===== src/rtl/mrv32_mem_stage.sv =====
// ---------------------------------------------------------------------------
// mrv32_mem_stage
// Memory-access stage of the RV32I core. It accepts one executed instruction
// at a time and runs the data-memory transaction for loads and stores over a
// req/ack bus. Load data is sign- or zero-extended and store byte enables are
// generated here. Misalignment, illegal encodings and bus timeouts are
// detected. The result is presented to writeback as one valid token, which is
// held until writeback commits it.
//
// Ports
//   clk, rst                 core clock, asynchronous active-high reset
//   mem_valid / mem_ready    EX handshake (ready only while idle)
//   mem_ren_in, mem_wen_in   load / store request
//   funct3_in                RV32I access size / sign
//   addr_in                  effective address (EX ALU result)
//   store_data_in            rs2 value for stores
//   reg_wen_in, is_lui_in, is_auipc_in, take_branch_in,
//   rd_addr_in, imm_in, pc_in, jal_target_in   pass-through to writeback
//   wb_valid / wb_accept     token to writeback / writeback commit pulse
//   *_out                    latched control/data for writeback
//   load_data_out            extended load result (0 for stores and faults)
//   fault_cause              0 none, 1 misaligned, 2 bus timeout, 3 illegal
//   dmem_req/we/addr/be/wdata, dmem_ack/rdata   data-memory bus
// ---------------------------------------------------------------------------
module mrv32_mem_stage #(
  parameter int unsigned TIMEOUT_CYCLES = 255  // 1..1023
) (
  input  logic        clk,
  input  logic        rst,
  input  logic        mem_valid,
  output logic        mem_ready,
  input  logic        mem_ren_in,
  input  logic        mem_wen_in,
  input  logic [2:0]  funct3_in,
  input  logic [31:0] addr_in,
  input  logic [31:0] store_data_in,
  input  logic        reg_wen_in,
  input  logic        is_lui_in,
  input  logic        is_auipc_in,
  input  logic        take_branch_in,
  input  logic [4:0]  rd_addr_in,
  input  logic [31:0] imm_in,
  input  logic [31:0] pc_in,
  input  logic [31:0] jal_target_in,
  output logic        wb_valid,
  output logic        reg_wen_out,
  output logic        mem_ren_out,
  output logic        is_lui_out,
  output logic        is_auipc_out,
  output logic        take_branch_out,
  output logic [4:0]  rd_addr_out,
  output logic [31:0] alu_result_out,
  output logic [31:0] imm_out,
  output logic [31:0] pc_out,
  output logic [31:0] jal_target_out,
  output logic [31:0] load_data_out,
  output logic [1:0]  fault_cause,
  input  logic        wb_accept,
  output logic        dmem_req,
  output logic        dmem_we,
  output logic [31:0] dmem_addr,
  output logic [3:0]  dmem_be,
  output logic [31:0] dmem_wdata,
  input  logic        dmem_ack,
  input  logic [31:0] dmem_rdata
);

  typedef enum logic [1:0] {S_IDLE, S_BUS, S_RESP} state_t;

  localparam logic [1:0] FAULT_NONE    = 2'd0;
  localparam logic [1:0] FAULT_MISALGN = 2'd1;
  localparam logic [1:0] FAULT_TIMEOUT = 2'd2;
  localparam logic [1:0] FAULT_ILLEGAL = 2'd3;

  // Counter value on the last allowed request cycle.
  localparam logic [9:0] CNT_LAST = 10'(TIMEOUT_CYCLES - 1);

  state_t      state, state_next;
  logic [9:0]  wait_cnt;
  logic [2:0]  funct3_q;

  logic        accept;
  logic        is_mem;
  logic [1:0]  cause_in;
  logic [3:0]  be_in;
  logic [31:0] wdata_in;
  logic        bus_ack;
  logic        bus_timeout;
  logic [7:0]  ld_byte;
  logic [15:0] ld_half;
  logic [31:0] ld_fmt;

  assign mem_ready   = (state == S_IDLE);
  assign wb_valid    = (state == S_RESP);
  assign dmem_req    = (state == S_BUS);
  assign accept      = mem_ready && mem_valid;
  assign is_mem      = mem_ren_in || mem_wen_in;
  // An ack on the timeout cycle still counts as a completed transfer.
  assign bus_ack     = dmem_req && dmem_ack;
  assign bus_timeout = dmem_req && !dmem_ack && (wait_cnt == CNT_LAST);

  // Fault classification and store formatting on the incoming instruction.
  // NOTE: every variable written in a combinational block gets a default at
  // the top so that no path leaves it unassigned and infers a latch.
  always_comb begin
    cause_in = FAULT_NONE;
    be_in    = 4'b0000;
    wdata_in = 32'h0;
    if (is_mem) begin
      if ((mem_ren_in && mem_wen_in) ||
          (mem_ren_in && (funct3_in == 3'd3 || funct3_in == 3'd6 || funct3_in == 3'd7)) ||
          (mem_wen_in && funct3_in > 3'd2)) begin
        cause_in = FAULT_ILLEGAL;
      end else if ((funct3_in[1:0] == 2'b01 && addr_in[0]) ||
                   (funct3_in[1:0] == 2'b10 && addr_in[1:0] != 2'b00)) begin
        cause_in = FAULT_MISALGN;
      end
    end
    case (funct3_in[1:0])
      2'b00: begin
        be_in    = 4'b0001 << addr_in[1:0];
        wdata_in = {4{store_data_in[7:0]}};
      end
      2'b01: begin
        be_in    = addr_in[1] ? 4'b1100 : 4'b0011;
        wdata_in = {2{store_data_in[15:0]}};
      end
      default: begin
        be_in    = 4'b1111;
        wdata_in = store_data_in;
      end
    endcase
    if (!mem_wen_in) wdata_in = 32'h0;
  end

  // Lane selection and extension of the returned word, using the latched
  // address offset and funct3.
  always_comb begin
    ld_byte = dmem_rdata[7:0];
    case (alu_result_out[1:0])
      2'd0: ld_byte = dmem_rdata[7:0];
      2'd1: ld_byte = dmem_rdata[15:8];
      2'd2: ld_byte = dmem_rdata[23:16];
      2'd3: ld_byte = dmem_rdata[31:24];
    endcase
    ld_half = alu_result_out[1] ? dmem_rdata[31:16] : dmem_rdata[15:0];
    case (funct3_q)
      3'b000:  ld_fmt = {{24{ld_byte[7]}}, ld_byte};
      3'b100:  ld_fmt = {24'h0, ld_byte};
      3'b001:  ld_fmt = {{16{ld_half[15]}}, ld_half};
      3'b101:  ld_fmt = {16'h0, ld_half};
      default: ld_fmt = dmem_rdata;
    endcase
  end

  // NOTE: sequential state uses non-blocking assignments so every register
  // samples the pre-edge values regardless of statement order.
  always_ff @(posedge clk or posedge rst) begin
    if (rst) state <= S_IDLE;
    else     state <= state_next;
  end

  always_comb begin
    state_next = state;
    case (state)
      S_IDLE: if (mem_valid) state_next = (is_mem && cause_in == FAULT_NONE) ? S_BUS : S_RESP;
      S_BUS:  if (bus_ack || bus_timeout) state_next = S_RESP;
      S_RESP: if (wb_accept) state_next = S_IDLE;
      default: state_next = S_IDLE;
    endcase
  end

  always_ff @(posedge clk or posedge rst) begin
    if (rst) begin
      wait_cnt        <= '0;
      funct3_q        <= '0;
      reg_wen_out     <= 1'b0;
      mem_ren_out     <= 1'b0;
      is_lui_out      <= 1'b0;
      is_auipc_out    <= 1'b0;
      take_branch_out <= 1'b0;
      rd_addr_out     <= '0;
      alu_result_out  <= '0;
      imm_out         <= '0;
      pc_out          <= '0;
      jal_target_out  <= '0;
      load_data_out   <= '0;
      fault_cause     <= FAULT_NONE;
      dmem_we         <= 1'b0;
      dmem_addr       <= '0;
      dmem_be         <= '0;
      dmem_wdata      <= '0;
    end else if (accept) begin
      wait_cnt        <= '0;
      funct3_q        <= funct3_in;
      reg_wen_out     <= reg_wen_in && (cause_in == FAULT_NONE);
      mem_ren_out     <= mem_ren_in;
      is_lui_out      <= is_lui_in;
      is_auipc_out    <= is_auipc_in;
      take_branch_out <= take_branch_in;
      rd_addr_out     <= rd_addr_in;
      alu_result_out  <= addr_in;
      imm_out         <= imm_in;
      pc_out          <= pc_in;
      jal_target_out  <= jal_target_in;
      load_data_out   <= '0;
      fault_cause     <= cause_in;
      dmem_we         <= mem_wen_in;
      dmem_addr       <= {addr_in[31:2], 2'b00};
      dmem_be         <= be_in;
      dmem_wdata      <= wdata_in;
    end else if (bus_ack) begin
      // A bus transfer only starts for a fault-free load or store, so the
      // latched read flag alone distinguishes the two.
      if (mem_ren_out) load_data_out <= ld_fmt;
    end else if (bus_timeout) begin
      fault_cause <= FAULT_TIMEOUT;
      reg_wen_out <= 1'b0;
    end else if (dmem_req) begin
      wait_cnt <= wait_cnt + 10'd1;
    end
  end

endmodule


===== config.mk =====
export PLATFORM = sky130hd
export DESIGN_NAME = mrv32_mem_stage
export DESIGN_NICKNAME = d
export VERILOG_FILES = /design/src/rtl/mrv32_mem_stage.sv
export SDC_FILE = /design/constraint.sdc
export NUM_CORES = 1
export LEC_CHECK = 0
export CORE_AREA = 2 2 179 181
export CTS_CLUSTER_SIZE = 28
export DETAILED_ROUTE_END_ITERATION = 12
export DIE_AREA = 0 0 181 183
export MAX_ROUTING_LAYER = met4
export PLACE_DENSITY = 0.69
export REMOVE_ABC_BUFFERS = 1
export SYNTH_ARGS = -nofsm -noshare
export SYNTH_HDL_FRONTEND = slang
export SYNTH_SLANG_ARGS = --single-unit

===== constraint.sdc =====
create_clock -name clk -period 8.36 [get_ports clk]
set_clock_uncertainty 0.15 [all_clocks]
set_input_delay 1.672 -clock clk [delete_from_list [all_inputs] [get_ports clk]]
set_output_delay 1.672 -clock clk [all_outputs]
set_load 0.05 [all_outputs]

## After elaboration in Yosys (flattened, before gate mapping)

Cells that the tools add are included.
W data, S select, Z words.

| operators by class | value |
|---|---|
| multiplexer cells | 28 |
| equal/unequal tests | 19 |
| $add $sub $neg | 1 |
| divide/modulo/power cells | 0 |
| reduce and logical (&&, ||, !) cells | 33 |
| $lt $le $gt $ge | 1 |
| $mul | 0 |
| shifts and indexed selects | 1 |
| bitwise operators | 0 |

Operator list:

| cell | number |
|---|---|
| $mux W32 | 4 |
| $pmux W32 S4 | 1 |
| $pmux W32 S2 | 1 |
| $mux W10 | 4 |
| $pmux W8 S4 | 1 |
| $mux W2 | 9 |
| $mux W16 | 1 |
| $eq A3 B3 Y1 const B | 4 |
| $logic_and A1 B1 Y1 | 11 |
| $add A10 B1 Y10 const B | 1 |
| $eq A10 B8 Y1 const B | 1 |
| $reduce_bool A2 Y1 | 5 |
| $eq A2 B2 Y1 const B | 4 |
| $logic_not A2 Y1 | 4 |
| $pmux W4 S2 | 1 |
| $logic_or A1 B1 Y1 | 7 |
| $eq A2 B1 Y1 const B | 3 |
| $ne A2 B2 Y1 const B | 3 |
| $pmux W2 S3 | 1 |
| $reduce_and A3 Y1 | 2 |
| $mux W1 | 4 |
| $mux W4 | 1 |
| $ne A2 B1 Y1 const B | 2 |
| $reduce_and A2 Y1 | 2 |
| other kinds (6) | 6 |

| storage, ports and cells | value |
|---|---|
| bits in read-only memories | 0 |
| bits in registers | 254 |
| word-level logic and storage cells | 102 |
| memories kept | 0 |
| bits in latches | 0 |
| bits in writable memories | 0 |

## Depth between registers and ports, before layout

Gate-level depths: netlist of run 1.

| depth | value |
|---|---|
| word-level depth | 13 |
| gate-level depth with buffers | 8 |

## Worst setup path after synthesis of run 1

No wires, ideal clock.

| timing | value |
|---|---|
| path type | reg-to-output |
| start point | reg state[1] |
| end point | out wb_valid |
| setup slack | 5.306 ns |
| stages on the path, launching flop included | 2 |
| buffers on the path | 0 |
| data arrival time | 1.232 ns |
| cells stage by stage | dfrtp_1 -> nor2b_1 |

| between the ends | value |
|---|---|
| cells in the longest elaborated chain, start to end | 1 |

Ends and longest elaborated chain:

| element | RTL line | RTL |
|---|---|---|
| start: declaration | 78 | `state_t state, state_next;` |
| start signal: assignment | 160 | `else state <= state_next;` |
| $eq A2 B2 Y1 | 94 | `assign wb_valid = (state == S_RESP);` |
| end: declaration | 45 | `output logic wb_valid,` |

Every way passes these cells.

## Worst setup path in the final report of run 1

| timing | value |
|---|---|
| start point | reg alu_result_out[1] |
| end point | out alu_result_out[1] |

RTL lines:

| element | RTL line | RTL |
|---|---|---|
| start: declaration | 52 | `output logic [31:0] alu_result_out,` |
| start signal: assignment | 202 | `alu_result_out <= addr_in;` |

No word-level cell between the ends.

==> impl_results.md, run 1 <==
- Seq/Total Area, Yosys: 0.5720
- Util after Layout: 0.4895
- Gr ovfl total: 0
- DRC viols: 0
- Crit-path cells: clkdlybuf4s50_1
- Io pins: 455
- Worst hold path class: reg -> reg
- Final worst-path cycle share: 0.4858
- Clk network pwr share: 0.174
- Initial core utilization: 0.3138
- Synth area leaders: dfrtp_1 57%, nand2_1 18%, mux2i_1 2.9%
- Routed wire length: 32.06 mm
- CTS Sinks: 224
- Htree depth: 1
- Yosys top cell area share: 0.5720
- Syn Area/Cell: 9.184 um2
- FMAX: 246.2 MHz
- Pleak: a little over 7 nW
- CP max FO: 18
- First DRT Iteration DRCs: 500
- Initial antenna violation count: 1
- Max Cap Violations: 0
- Worst-Skew Late Latency: 0.53 ns
- DP HPWL: 22.89 mm
- Slowest cell on crit path: clkdlybuf4s50_1
- Comb pwr share: 0.556
- Max-slew violations: 0
- Post-CTS Setup Bufs: 0
- Max Root-Sink Buffers: 3
- Ys async rst share: 1.000
- Synth Flop Type: dfrtp_1
- Worst-margin pin slew: 1.171 ns
- Largest net degree at the start of global routing: 127
- Die width: 181 um
- Yosys cell types: 55
- Top-count cell post-synth: nand2_1
- Data arrival, critical path: between 2 and 2.5 ns
- Final Hold Vio Count: 0
- Port bufs: 452
- Post-Syn Area: 9799 um2
- Crit-path max cell delay: 0.94 ns
- PwrDens: 445.5 nW/um2
- Worst rel slew slack: 0.2193
- Net count, final: 1676
- Register share of total power: 0.270
- Switching Power: 3.367 mW
- Setup violators final: 0
- Die Area: 33120 um2
- Drt pass-1 iters: 4
- Fin Setup TNS: 0 ns
- Top cells by count, synth: 466 x nand2_1, 224 x dfrtp_1, 54 x a21oi_1, 50 x clkbuf_1
- GPL Wtd Cong: 0.7906
- Peak VDD IR: 262.1 uV
- CTS tree: done
- DRT antenna net count: 0
- Yosys warnings: 0
- CTS buffer count: 27
- Gr usage total: 0.1937
- Post_cts resized: 0
- Layout cells sized above 1: 0.05068
- Fill cells: 2928
- Pre-CTS WS: 4.087 ns
- Core Box Area: between 30000 and 40000 um2
- Hold buffers post-CTS: 0
- Clk slew on worst S/H paths: ~0.06 ns
- Switching Fraction: 0.4944
- Number of synthesized flops with an enable pin: 0
- Worst path top cell family by delay: buffers and inverters
- WP data required: 6.54 ns
- Post-route setup slack: 4.299 ns
- Min Tclk post-route: 4.061 ns
- Status: complete, no violations
- RSZ-0062 raised after global routing: false
- Routed wire length per instance: 17.03 um
- Vias in the first global route: 8915
- Crit Path Class: reg -> out
- Cells after Synth: 1067
- Sum of buffers and inverters on the critical path: 1
- Startpoint types: register
- First-pass GRT wire length: between 40 and 50 mm
- Die H: 183 um
- Pint: 3.443 mW
- Crit. End Element: output port
- Area grow syn2layout: 56.01%
- Via count: 8963
- Area leader, netlist: dfrtp_1
- CTS root buffer: clkbuf_16
- Via/cell ratio: approximately 4.8
- Row count: 65
- Seq cells post-synth: around 220
## flip-flops by register name, indices dropped and copies added (netlist names)
| signal | cells |
|---|---|
| rd_addr_out | 5 |
| take_branch_out | 1 |
| wait_cnt | 10 |
| dmem_be | 4 |
| load_data_out | 32 |
| fault_cause | 2 |
| funct3_q | 3 |
| imm_out | 32 |
| state | 2 |
| dmem_wdata | 32 |
| pc_out | 32 |
| alu_result_out | 32 |
| jal_target_out | 32 |
| is_auipc_out | 1 |
| reg_wen_out | 1 |
| dmem_we | 1 |
| is_lui_out | 1 |
| mem_ren_out | 1 |
## logic make-up (layout without fill, tap and decap cells)
group	Yosys count	in the layout	synth area share
flops	224	224	0.5720
buf+inv	103	515	0.05605
simple gates	554	554	0.2282
mux	36	36	0.03894
other cells	1	3	0.0003827
fa+ha+maj	2	2	0.002553
compound gates	147	147	0.1019
## per-layer routing
metal / part of all wire / wire [um] / global-route usage
met5: 0 / 0 / -
met1: 0.40 / 12860 / 0.2359
met4: 0.027 / 879 / 0.05789
met2: 0.48 / 15550 / 0.3182
met3: 0.087 / 2780 / 0.05024
## area by class of cell
class,instances,area (um2),area share
diodes,1,2.502,0.0001637
clock buffers,40,784.5,0.05131
clock inverters,6,105.1,0.006875
inverters,9,41.29,0.002701
well taps,402,503.0,0.03290
flip-flops and latches,224,5605,0.3666
repair buffers,460,4584,0.2999
multi-input cells,741,3662,0.2395
## tightest hold or removal path, delay by kind of cell (launching register included)
family,cells,cell delay [ns]
flops,1,0.34
simple gates,2,0.10
## per-stage QoR
stage               instance area (um2)  total power, mW  hold slack [ns]  std cells
floorplan                          9288            4.267           0.3120        974
global placement                  14400            5.621           0.3015       1836
detailed placement                14400            5.663           0.3093       1836
CTS                               15290            6.875           0.3225       1882
global route                      15290            7.142           0.3433       1883
finish                            15290            6.810           0.3157       1883
## layout by cell type (no fill, tap or decap), types with 7 or more instances in the layout
cell type and count:
nor2b_1 7, nor2_1 33, buf_4 8, inv_1 8, o21ai_0 28, a22o_1 12
clkdlybuf4s50_1 452, mux2_2 7, nand3_1 16, dfrtp_1 224, clkbuf_1 7, a21oi_1 54
a221o_2 10, clkbuf_16 27, mux2i_1 28, nand2_1 465
## power groups by stage
stage	Clock [mW]	Combinational [mW]	Sequential (mW)
final	1.19	3.79	1.84
after global routing	1.26	3.99	1.90
after floorplan	0	0.736	3.53
after detailed placement	0	3.81	1.85
after global placement	0	3.79	1.83
after CTS	1.21	3.82	1.84
## worst paths after layout
| check | slack, ns | start | cells past startpoint | endpoint |
|---|---|---|---|---|
| max in group asynchronous | 4.95 | rst | 3 | funct3_q[2] |
| worst min register to register | 0.32 | dmem_wdata[3] | 2 | dmem_wdata[3] |
| min in group asynchronous | 1.57 | rst | 2 | alu_result_out[22] |
| worst max-delay path | 4.30 | alu_result_out[1] | 1 | alu_result_out[1] |
| worst max register to register | 5.63 | state[0] | 4 | load_data_out[20] |
| worst min-delay path | 0.32 | dmem_wdata[3] | 2 | dmem_wdata[3] |
No activity file was read; power rests on OpenSTA's default activity.
==> run 2: changes to the inputs <==
--- a/config.mk
+++ b/config.mk
@@ -5,10 +5,10 @@
 export SDC_FILE = /design/constraint.sdc
 export NUM_CORES = 1
 export LEC_CHECK = 0
-export CORE_AREA = 2 2 179 181
+export CORE_AREA = 2 2 175 177
 export CTS_CLUSTER_SIZE = 28
 export DETAILED_ROUTE_END_ITERATION = 12
-export DIE_AREA = 0 0 181 183
+export DIE_AREA = 0 0 177 179
 export MAX_ROUTING_LAYER = met4
 export PLACE_DENSITY = 0.69
 export REMOVE_ABC_BUFFERS = 1
==> constraint.sdc (replaced) <==
create_clock -name clk -period 4.1 [get_ports clk]
set_clock_uncertainty 0.15 [all_clocks]
set_input_delay 0.82 -clock clk [delete_from_list [all_inputs] [get_ports clk]]
set_output_delay 0.82 -clock clk [all_outputs]
set_load 0.05 [all_outputs]
==> run 2 against run 1 <==
Effect of this change: sequential power increased by 100%; worst setup slack got worse by 3.3 ns; routed wire length increased by 0.96%; core utilization increased by 2.3 points; die area decreased by 4.3%; critical path type unchanged; count of clock-buffer cells in the layout decreased by 7.
==> impl_results.md, run 2 (synthesized netlist as in run 1, its figures left out) <==
- Status: complete, no violations (unchanged)
- Most frequent cells in the layout: 465 x nand2_1, 452 x clkdlybuf4s50_1, 224 x dfrtp_1 (unchanged)
- WP data required: 3.13 ns (was 6.54 ns)
- First DRT Iteration DRCs: 487 (was 500)
- Gr usage total: 0.1993 (was 0.1937)
- CTS tree: done (unchanged)
- Gr busiest metal: met2 (unchanged)
- Die width: 177 um (was 181 um)
- N_diodes: 0 (was 1)
- Hold buffers post-CTS: 0 (unchanged)
- CTS buffer count: 27 (unchanged)
- Worst-Skew Late Latency: 0.53 ns (about the same)
- Initial core utilization: 0.3263 (was 0.3138)
- Worst-margin pin slew: 0.9221 ns (was 1.171 ns)
- Vias in the first global route: 8701 (was 8915)
- Largest net degree at the start of global routing: 95 (was 127)
- RSZ-0062 raised after global routing: false (unchanged)
- Final Hold Vio Count: 0 (unchanged)
- CTS Sinks: 224 (unchanged)
- Fin Setup TNS: 0 ns (unchanged)
- Max-slew violations: 0 (unchanged)
- Max Cap Violations: 0 (unchanged)
- Via count: 8979 (was 8963)
- FMAX: 322.3 MHz
- Initial antenna violation count: 0 (was 1)
- M3 GR Usage: 0.04347 (was 0.05024)
- Fill cells: 2743 (was 2928)
- Startpoint types: register (unchanged)
- CTS root buffer: clkbuf_16 (unchanged)
- Max Root-Sink Buffers: 3 (unchanged)
- Worst hold path class: reg -> reg (unchanged)
- GPL Wtd Cong: 0.8449 (was 0.7906)
- DRC viols: 0 (unchanged)
- Die H: 179 um (was 183 um)
- Met2 GRT Util: 0.3178 (was 0.3182)
- DP Cell Count: 1841 (was 1836)
- Routed wire length: 32.37 mm (was 32.06 mm)
- Peak VDD IR: 566.5 uV (was 262.1 uV)
- Htree depth: 1 (unchanged)
- Routed wire length per instance: 17.15 um (was 17.03 um)
- First-pass GRT wire length: 48.56 mm (was 49.98 mm)
- Worst rel slew slack: 0.3853 (was 0.2193)
- M1 GR Usage: 0.2586 (was 0.2359)
- Crit. End Element: output port (unchanged)
- DP HPWL: 23.38 mm (was 22.89 mm)
- Row count: 64 (was 65)
- Min Tclk post-route: about 3.1 ns
- Setup violators final: 0 (unchanged)
- Post-CTS Setup Bufs: 0 (unchanged)
- Core Box Area: 30030 um2 (was 31230 um2)
- Pleak: 7.105 nW (was 7.065 nW)
- Layout cells sized above 1: 0.06036 (was 0.05068)
- Die Area: 31680 um2 (was 33120 um2)
- DRT antenna net count: 0 (unchanged)
- Post_cts resized: 0 (unchanged)
- Crit Path Class: reg -> out (unchanged)
- Via/cell ratio: 4.758 (was 4.760)
- Drt pass-1 iters: 4 (unchanged)
- CP max FO: 8 (was 18)
- Port bufs: 452 (unchanged)
- Gr ovfl total: 0 (unchanged)
- Data arrival, critical path: 2.13 ns (was 2.24 ns)
- Io pins: 455 (unchanged)
- Area grow syn2layout: 57.09% (was 56.01%)
- Commonest non-fill, non-tap cell in the layout: nand2_1 (unchanged)
- Net count, final: 1687 (was 1676)
- PwrDens: 899.6 nW/um2 (was 445.5 nW/um2)
- Clk slew on worst S/H paths: 0.06 ns (about the same)
- Fin cells: 1887 (was 1883)
- Final worst-path cycle share: 0.7567
-- run 2: cell count changes in the layout (fill, tap and decap cells not counted), sizes merged --
cell      change
clkinv        +1
diode         -1
inv           +2
clkinvlp      +6
clkbuf        -7
bufinv        -2
buf          +11
-- run 2: path summary, 6_finish.rpt --
kind	endpoint	depth (start not counted)	slack, ns	start
max	mem_ready	2	1.0	state[0]
min	jal_target_out[21]	2	0.32	jal_target_out[21]
max reg2reg	load_data_out[23]	5	1.83	alu_result_out[1]
min reg2reg	jal_target_out[21]	2	0.32	jal_target_out[21]
max in group asynchronous	jal_target_out[7]	3	2.34	rst
min in group asynchronous	pc_out[23]	2	0.65	rst
-- run 2: routing by layer --
metal / wire (um) / vias to the layer above
met2: 15520 / 359
li1: - / 4278
met5: 0 / -
met4: 737 / 0
met1: 13640 / 4294
met3: 2473 / 48
-- run 2: final cells by class --
class	instances	area, um2	share of cell area
Inverter	9	41.29	0.002682
Timing Repair Buffer	471	4742	0.3081
Multi-Input combinational cell	741	3662	0.2379
Clock buffer	33	728.2	0.04731
Clock inverter	13	118.9	0.007722
Tap cell	396	495.5	0.03219
Sequential cell	224	5605	0.3641
-- run 2: where the power goes --
part	total (mW)	switching [mW]	internal, mW	leakage (nW)
combinational	7.83	5.35	2.48	3.86
sequential	3.72	0.621	3.10	2.84
clock	2.30	0.975	1.33	0.399
-- run 2: worst max-delay path, cell delays in order (launching register included) --
cell and delay [ns]:
dfrtp_1 0.48, nor2_1 0.26, clkdlybuf4s50_1 0.85
-- run 2: per-stage QoR --
step	setup WS [ns]	hold WS, ns	power [mW]	utilization	area (um2)
6_report	0.9973	0.3207	13.85	0.5126	15390
5_1_grt	0.9273	0.3446	14.54	0.5126	15390
4_1_cts	0.9514	0.3258	13.97	0.5126	15390
3_5_place_dp	0.9848	0.3117	11.60	0.4844	14550
3_3_place_gp	1.037	0.2996	11.52	0.4844	14550
2_1_floorplan	-3.554	0.3120	8.700	-	9288
==> run 3: changes to the inputs <==
==> constraint.sdc (replaced) <==
create_clock -name clk -period 3.3 [get_ports clk]
set_clock_uncertainty 0.15 [all_clocks]
set_input_delay 0.66 -clock clk [delete_from_list [all_inputs] [get_ports clk]]
set_output_delay 0.66 -clock clk [all_outputs]
set_load 0.05 [all_outputs]
==> run 3 against run 2 <==
Effect of this change: register-to-register slack worse by 0.95 ns; sequential power up 25%; global-route usage down 0.19 points; core utilization up 0.25 points; flip-flop and latch count unchanged; first-iteration DRC count up 14%; combinational power up 24%; via count up 0.71%; critical path type unchanged; highest routed layer unchanged.
==> impl_results.md, run 3 (synthesized netlist as in run 1, its figures left out) <==
- Status: complete, no violations (unchanged)
- Startpoint types: register (unchanged)
- Fin Setup TNS: 0 ns (unchanged)
- Via count: 9043 (was 8979)
- Net count, final: 1692 (was 1687)
- Hold buffers post-CTS: 0 (unchanged)
- Min Tclk post-route: 2.925 ns
- DP HPWL: 23.43 mm (was 23.38 mm)
- Clk slew on worst S/H paths: 0.06 ns (about the same)
- Worst rel slew slack: 0.4133 (was 0.3853)
- Initial core utilization: 0.3263 (unchanged)
- Row count: 64 (unchanged)
- DP Cell Count: 1847 (was 1841)
- Crit. End Element: output port (unchanged)
- Peak VDD IR: 724.8 uV (was 566.5 uV)
- Max-slew violations: 0 (unchanged)
- Routed wire length: 31.98 mm (was 32.37 mm)
- CTS buffer count: 26 (was 27)
- Worst-Skew Late Latency: 0.53 ns (about the same)
- Post-route setup slack: 0.3749 ns (was 0.9973 ns)
- Worst hold path class: reg -> reg (unchanged)
- Die width: 177 um (unchanged)
- N_diodes: 0 (unchanged)
- CTS Sinks: 224 (unchanged)
- DRC viols: 0 (unchanged)
- Fin cells: 1891 (was 1887)
- Io pins: 455 (unchanged)
- DRT antenna net count: 0 (unchanged)
- Post_cts resized: 0 (unchanged)
- Largest net degree at the start of global routing: 95 (unchanged)
- WP data required: 2.49 ns (was 3.13 ns)
- Gr ovfl total: 0 (unchanged)
- First DRT Iteration DRCs: 556 (was 487)
- Core Box Area: 30030 um2 (unchanged)
- RSZ-0062 raised after global routing: false (unchanged)
- Reg2Reg Setup Slack: 0.88 ns (was 1.83 ns)
- Layout cells sized above 1: 0.06154 (was 0.06036)
- Drt pass-1 iters: 5 (was 4)
- CP max FO: 8 (unchanged)
- Pre-CTS WS: 0.5299 ns (was 0.9848 ns)
- FMAX: 341.9 MHz
- CTS tree: done (unchanged)
- Die H: 179 um (unchanged)
- PwrDens: 1119 nW/um2 (was 899.6 nW/um2)
- Util after Layout: 0.5151 (was 0.5126)
- Max Cap Violations: 0 (unchanged)
- Crit Path Class: reg -> out (unchanged)
- Via/cell ratio: 4.782 (was 4.758)
- Final worst-path cycle share: 0.8864
- Max Root-Sink Buffers: 3 (unchanged)
- Worst-margin pin slew: 0.8801 ns (was 0.9221 ns)
- Most frequent cells in the layout: 465 x nand2_1, 452 x clkdlybuf4s50_1, 224 x dfrtp_1 (unchanged)
- GPL Wtd Cong: 0.8595 (was 0.8449)
- CTS root buffer: clkbuf_16 (unchanged)
- First-pass GRT wire length: 48.44 mm (was 48.56 mm)
- Post-CTS Setup Bufs: 0 (unchanged)
- Die Area: 31680 um2 (unchanged)
- Port bufs: 452 (unchanged)
- Commonest non-fill, non-tap cell in the layout: nand2_1 (unchanged)
- Area grow syn2layout: 57.85% (was 57.09%)
- Final Hold Vio Count: 0 (unchanged)
- Data arrival, critical path: 2.12 ns (was 2.13 ns)
- Total design power: 17.30 mW (was 13.85 mW)
- Routed wire length per instance: 16.91 um (was 17.15 um)
- Pleak: 7.169 nW (was 7.105 nW)
- Htree depth: 1 (unchanged)
- Vias in the first global route: 8674 (was 8701)
- Fill cells: 2778 (was 2743)
- Setup violators final: 0 (unchanged)
- Gr usage total: 0.1974 (was 0.1993)
- Initial antenna violation count: 0 (unchanged)
run 3: changes by cell type in the layout (fill, tap and decap cells not counted):
| cell | previous run | this run |
|---|---|---|
| clkbuf_16 | 27 | 26 |
| clkinv_8 | 0 | 1 |
| clkinv_4 | 1 | 0 |
| clkbuf_1 | 3 | 5 |
| clkinv_2 | 3 | 4 |
| clkinvlp_4 | 6 | 0 |
| bufinv_16 | 1 | 3 |
| inv_8 | 2 | 1 |
| clkbuf_8 | 3 | 5 |
| inv_6 | 1 | 0 |
| buf_12 | 6 | 7 |
| buf_4 | 13 | 18 |
run 3: power by group:
group	total (mW)	internal, mW	switching, mW
registers	4.64	3.85	0.794
logic	9.74	3.10	6.63
clock network	2.92	1.78	1.14
run 3: worst paths after layout:
kind,cells after the start,from,to
setup / recovery,2,state[0],mem_ready
hold / removal,2,dmem_wdata[7],dmem_wdata[7]
setup reg to reg,5,alu_result_out[1],load_data_out[16]
hold reg to reg,2,dmem_wdata[7],dmem_wdata[7]
max in group asynchronous,3,rst,load_data_out[24]
min in group asynchronous,2,rst,jal_target_out[16]
run 3: critical path, cell delays in order (launching register included):
cell and delay, ns:
dfrtp_1 0.48, nor2_1 0.26, clkdlybuf4s50_1 0.85
run 3: area by class of cell:
type	count	area, um2	area share
Sequential cell	224	5605	0.3624
Clock buffer	36	738.2	0.04772
Multi-Input combinational cell	741	3662	0.2368
Timing Repair Buffer	477	4800	0.3103
Inverter	9	41.29	0.002669
Tap cell	396	495.5	0.03203
Clock inverter	8	126.4	0.008170
run 3: routing by layer:
metal / wire (um) / up-vias / global-route usage
li1: - / 4303 / -
met1: 13480 / 4311 / 0.2553
met2: 15340 / 376 / 0.3129
met3: 2400 / 53 / 0.04432
met4: 750 / 0 / 0.05372
met5: 0 / - / -
run 3: metrics by stage:
step	hold slack, ns	area [um2]
6_report	0.3157	15470
5_1_grt	0.3409	15470
4_1_cts	0.3181	15470
3_5_place_dp	0.3059	14600
3_3_place_gp	0.3004	14600
2_1_floorplan	0.3120	9288
==> variant: new RTL, config.mk and constraints of run 1 <==
Re-encode `state_t` (3 states) as one-hot, 3 bits wide.
--- a/src/rtl/mrv32_mem_stage.sv
+++ b/src/rtl/mrv32_mem_stage.sv
@@ -65,7 +65,7 @@
   input  logic [31:0] dmem_rdata
 );
 
-  typedef enum logic [1:0] {S_IDLE, S_BUS, S_RESP} state_t;
+  typedef enum logic [2:0] {S_IDLE = 3'b001, S_BUS = 3'b010, S_RESP = 3'b100} state_t;
 
   localparam logic [1:0] FAULT_NONE    = 2'd0;
   localparam logic [1:0] FAULT_MISALGN = 2'd1;
Check against the original RTL: same outputs for any inputs over 4 cycles, from zero or initial values and one cycle with rst high; so few cycles prove little.
==> variant against run 1 <==
- sequential cell count increased by 1
- register-to-register slack got worse by 0.57 ns
- routed wire length increased by 1.5%
- highest routed layer unchanged
- first-iteration DRC count increased by 6.8%
- worst setup slack got worse by 0.19 ns
- synthesized area increased by 0.57%
- final area unchanged
- synthesized cell count unchanged
- critical endpoint unchanged
- total power decreased by 1.9%
==> variant: results (changes against run 1) <==
| Metric | Value |
|---|---|
| Crit Reg-Reg Startpoint | `state[0]` |
| Average wire per standard cell | `17.3 um (+1.4%)` |
| Status | `complete, no violations` |
| CTS Buffer Depth | `3 (unchanged)` |
| CTS Root Cell | `clkbuf_16` |
| Worst-path clk slew | `0.06 ns (about the same)` |
| HP Class | `flop to flop` |
| Largest net degree at the start of global routing | `140 (+10%)` |
| Layout cell share with drive strength beyond 1 | `4.59% (-0.48 points)` |
| Num CTS Buffers | `27 (unchanged)` |
| Critical Path Start | `alu_result_out[1]` |
| Compound-Gate Fraction of Synth Area | `9.66% (-0.53 points)` |
| DRT antenna net count | `0 (unchanged)` |
| DRC | `0 (unchanged)` |
| Yosys cell types | `56 (+1.8%)` |
| Hold_sp | `dmem_wdata[0]` |
| Hpwl dp | `22900 um (+0.22%)` |
| Initial antenna violation count | `1 (unchanged)` |
| Synth Area in XOR/XNOR | `0.0889% (+0.089 points)` |
| All-Layer GR Usage | `19.4% (+0.035 points)` |
| CP delay by family, top | `buffers and inverters` |
| Vias | `8970 (+0.078%)` |
| Mux share of post-synthesis cell area | `3.71% (-0.19 points)` |
| Worst IR Drop VDD | `298 uV (+14%)` |
| Crit path DAT | `2.43 ns (+0.19 ns)` |
| Placer Congestion | `0.825 (+4.4%)` |
| Slowest stage cell, crit path | `clkdlybuf4s50_1` |
| Drt first pass iters | `5 (+1)` |
| Setup Buffers After CTS | `0 (unchanged)` |
| Synth Area in Adders | `0.254% (-0.0015 points)` |
| Post-CTS sizing | `0 (unchanged)` |
| CP peak stage delay | `0.96 ns (+0.02 ns)` |
| Crit-path max FO | `24 (+6)` |
| Top cells by count, synth | `nand2_1, dfrtp_1, o21ai_0` |
| Async SR Flop Fraction | `100% (unchanged)` |
| First-pass GRT wire length | `50200 um (+0.50%)` |
| Lkg Pwr | `7.05 nW (-0.28%)` |
| Sequential fraction of the synthesis area | `57.1% (-0.060 points)` |
| Largest cells by area after synthesis | `dfrtp_1, nand2_1, mux2i_1` |
| H-tree depth | `1 (unchanged)` |
| Nets | `1677 (+0.060%)` |
| Yosys Warn Count | `0 (unchanged)` |
| Worst rel slew slack | `18.7% (-3.2 points)` |
| Synth Flop Type | `dfrtp_1` |
| DR iter-0 viols | `534 (+6.8%)` |
| IO buf count | `452 (unchanged)` |
| Later-pin clock latency in the skew report | `0.52 ns` |
-- variant: logic make-up (layout without fill, tap and decap cells) --
kind of cell	count (synthesis)	after routing
muxes	35	35
buffers and inverters	104	519
and+or+nand+nor	559	559
xor gates and xnor gates	1	1
other	1	3
adders and majority gates	2	2
AOI/OAI and AO/OA	140	140
DFF	225	225
-- variant: path summary, 6_finish.rpt --
kind                       cells after the start  slack, ns                 to
max                                            1       4.10  alu_result_out[1]
min                                            2       0.31      dmem_wdata[0]
max reg2reg                                    5       5.06     dmem_wdata[12]
min reg2reg                                    2       0.31      dmem_wdata[0]
max in group asynchronous                      3       4.95  load_data_out[11]
min in group asynchronous                      2       1.63         pc_out[22]
-- variant: stage by stage --
step | std cells | cell area [um2] | total power, mW | worst slack [ns]
after floorplan | 974 | 9320 | 4.23 | 0.377
after global placement | 1837 | 14400 | 5.55 | 3.81
after detailed placement | 1837 | 14400 | 5.59 | 3.75
after CTS | 1885 | 15300 | 6.74 | 4.07
after global routing | 1886 | 15300 | 7.02 | 4.02
final | 1886 | 15300 | 6.68 | 4.10
-- variant: per-layer routing --
metal | part of all wire (%) | up-vias | wire length [um] | global-route usage, %
li1 | - | 4267 | - | -
met5 | 0 | - | 0 | -
met2 | 49 | 370 | 15900 | 32.5
met4 | 2.3 | 0 | 744 | 5.14
met1 | 42 | 4280 | 13500 | 24.0
met3 | 7.2 | 53 | 2340 | 4.13
-- variant: area by class of cell --
class                   instances  area (um2)
clock inverters                 9        50.0
clock buffers                  39         801
well taps                     402         503
inverters                      10        45.0
flip-flops and latches        225        5630
fillers                      2929       15900
repair buffers                461        4590
multi-input cells             739        3660
diodes                          1        2.50
-- variant: worst reg2reg max path, stage by stage (launching register included) --
cell	delay (ns)
dfstp_2	0.58
nor3b_2	0.34
and2_4	0.38
buf_4	0.78
nand2_1	0.65
o21ai_0	0.33
-- variant: report_power, final --
part	internal, mW	switching, mW	total [mW]
registers	1.51	0.304	1.82
clock network	0.660	0.459	1.12
logic	1.16	2.58	3.75
total	3.34	3.35	6.68
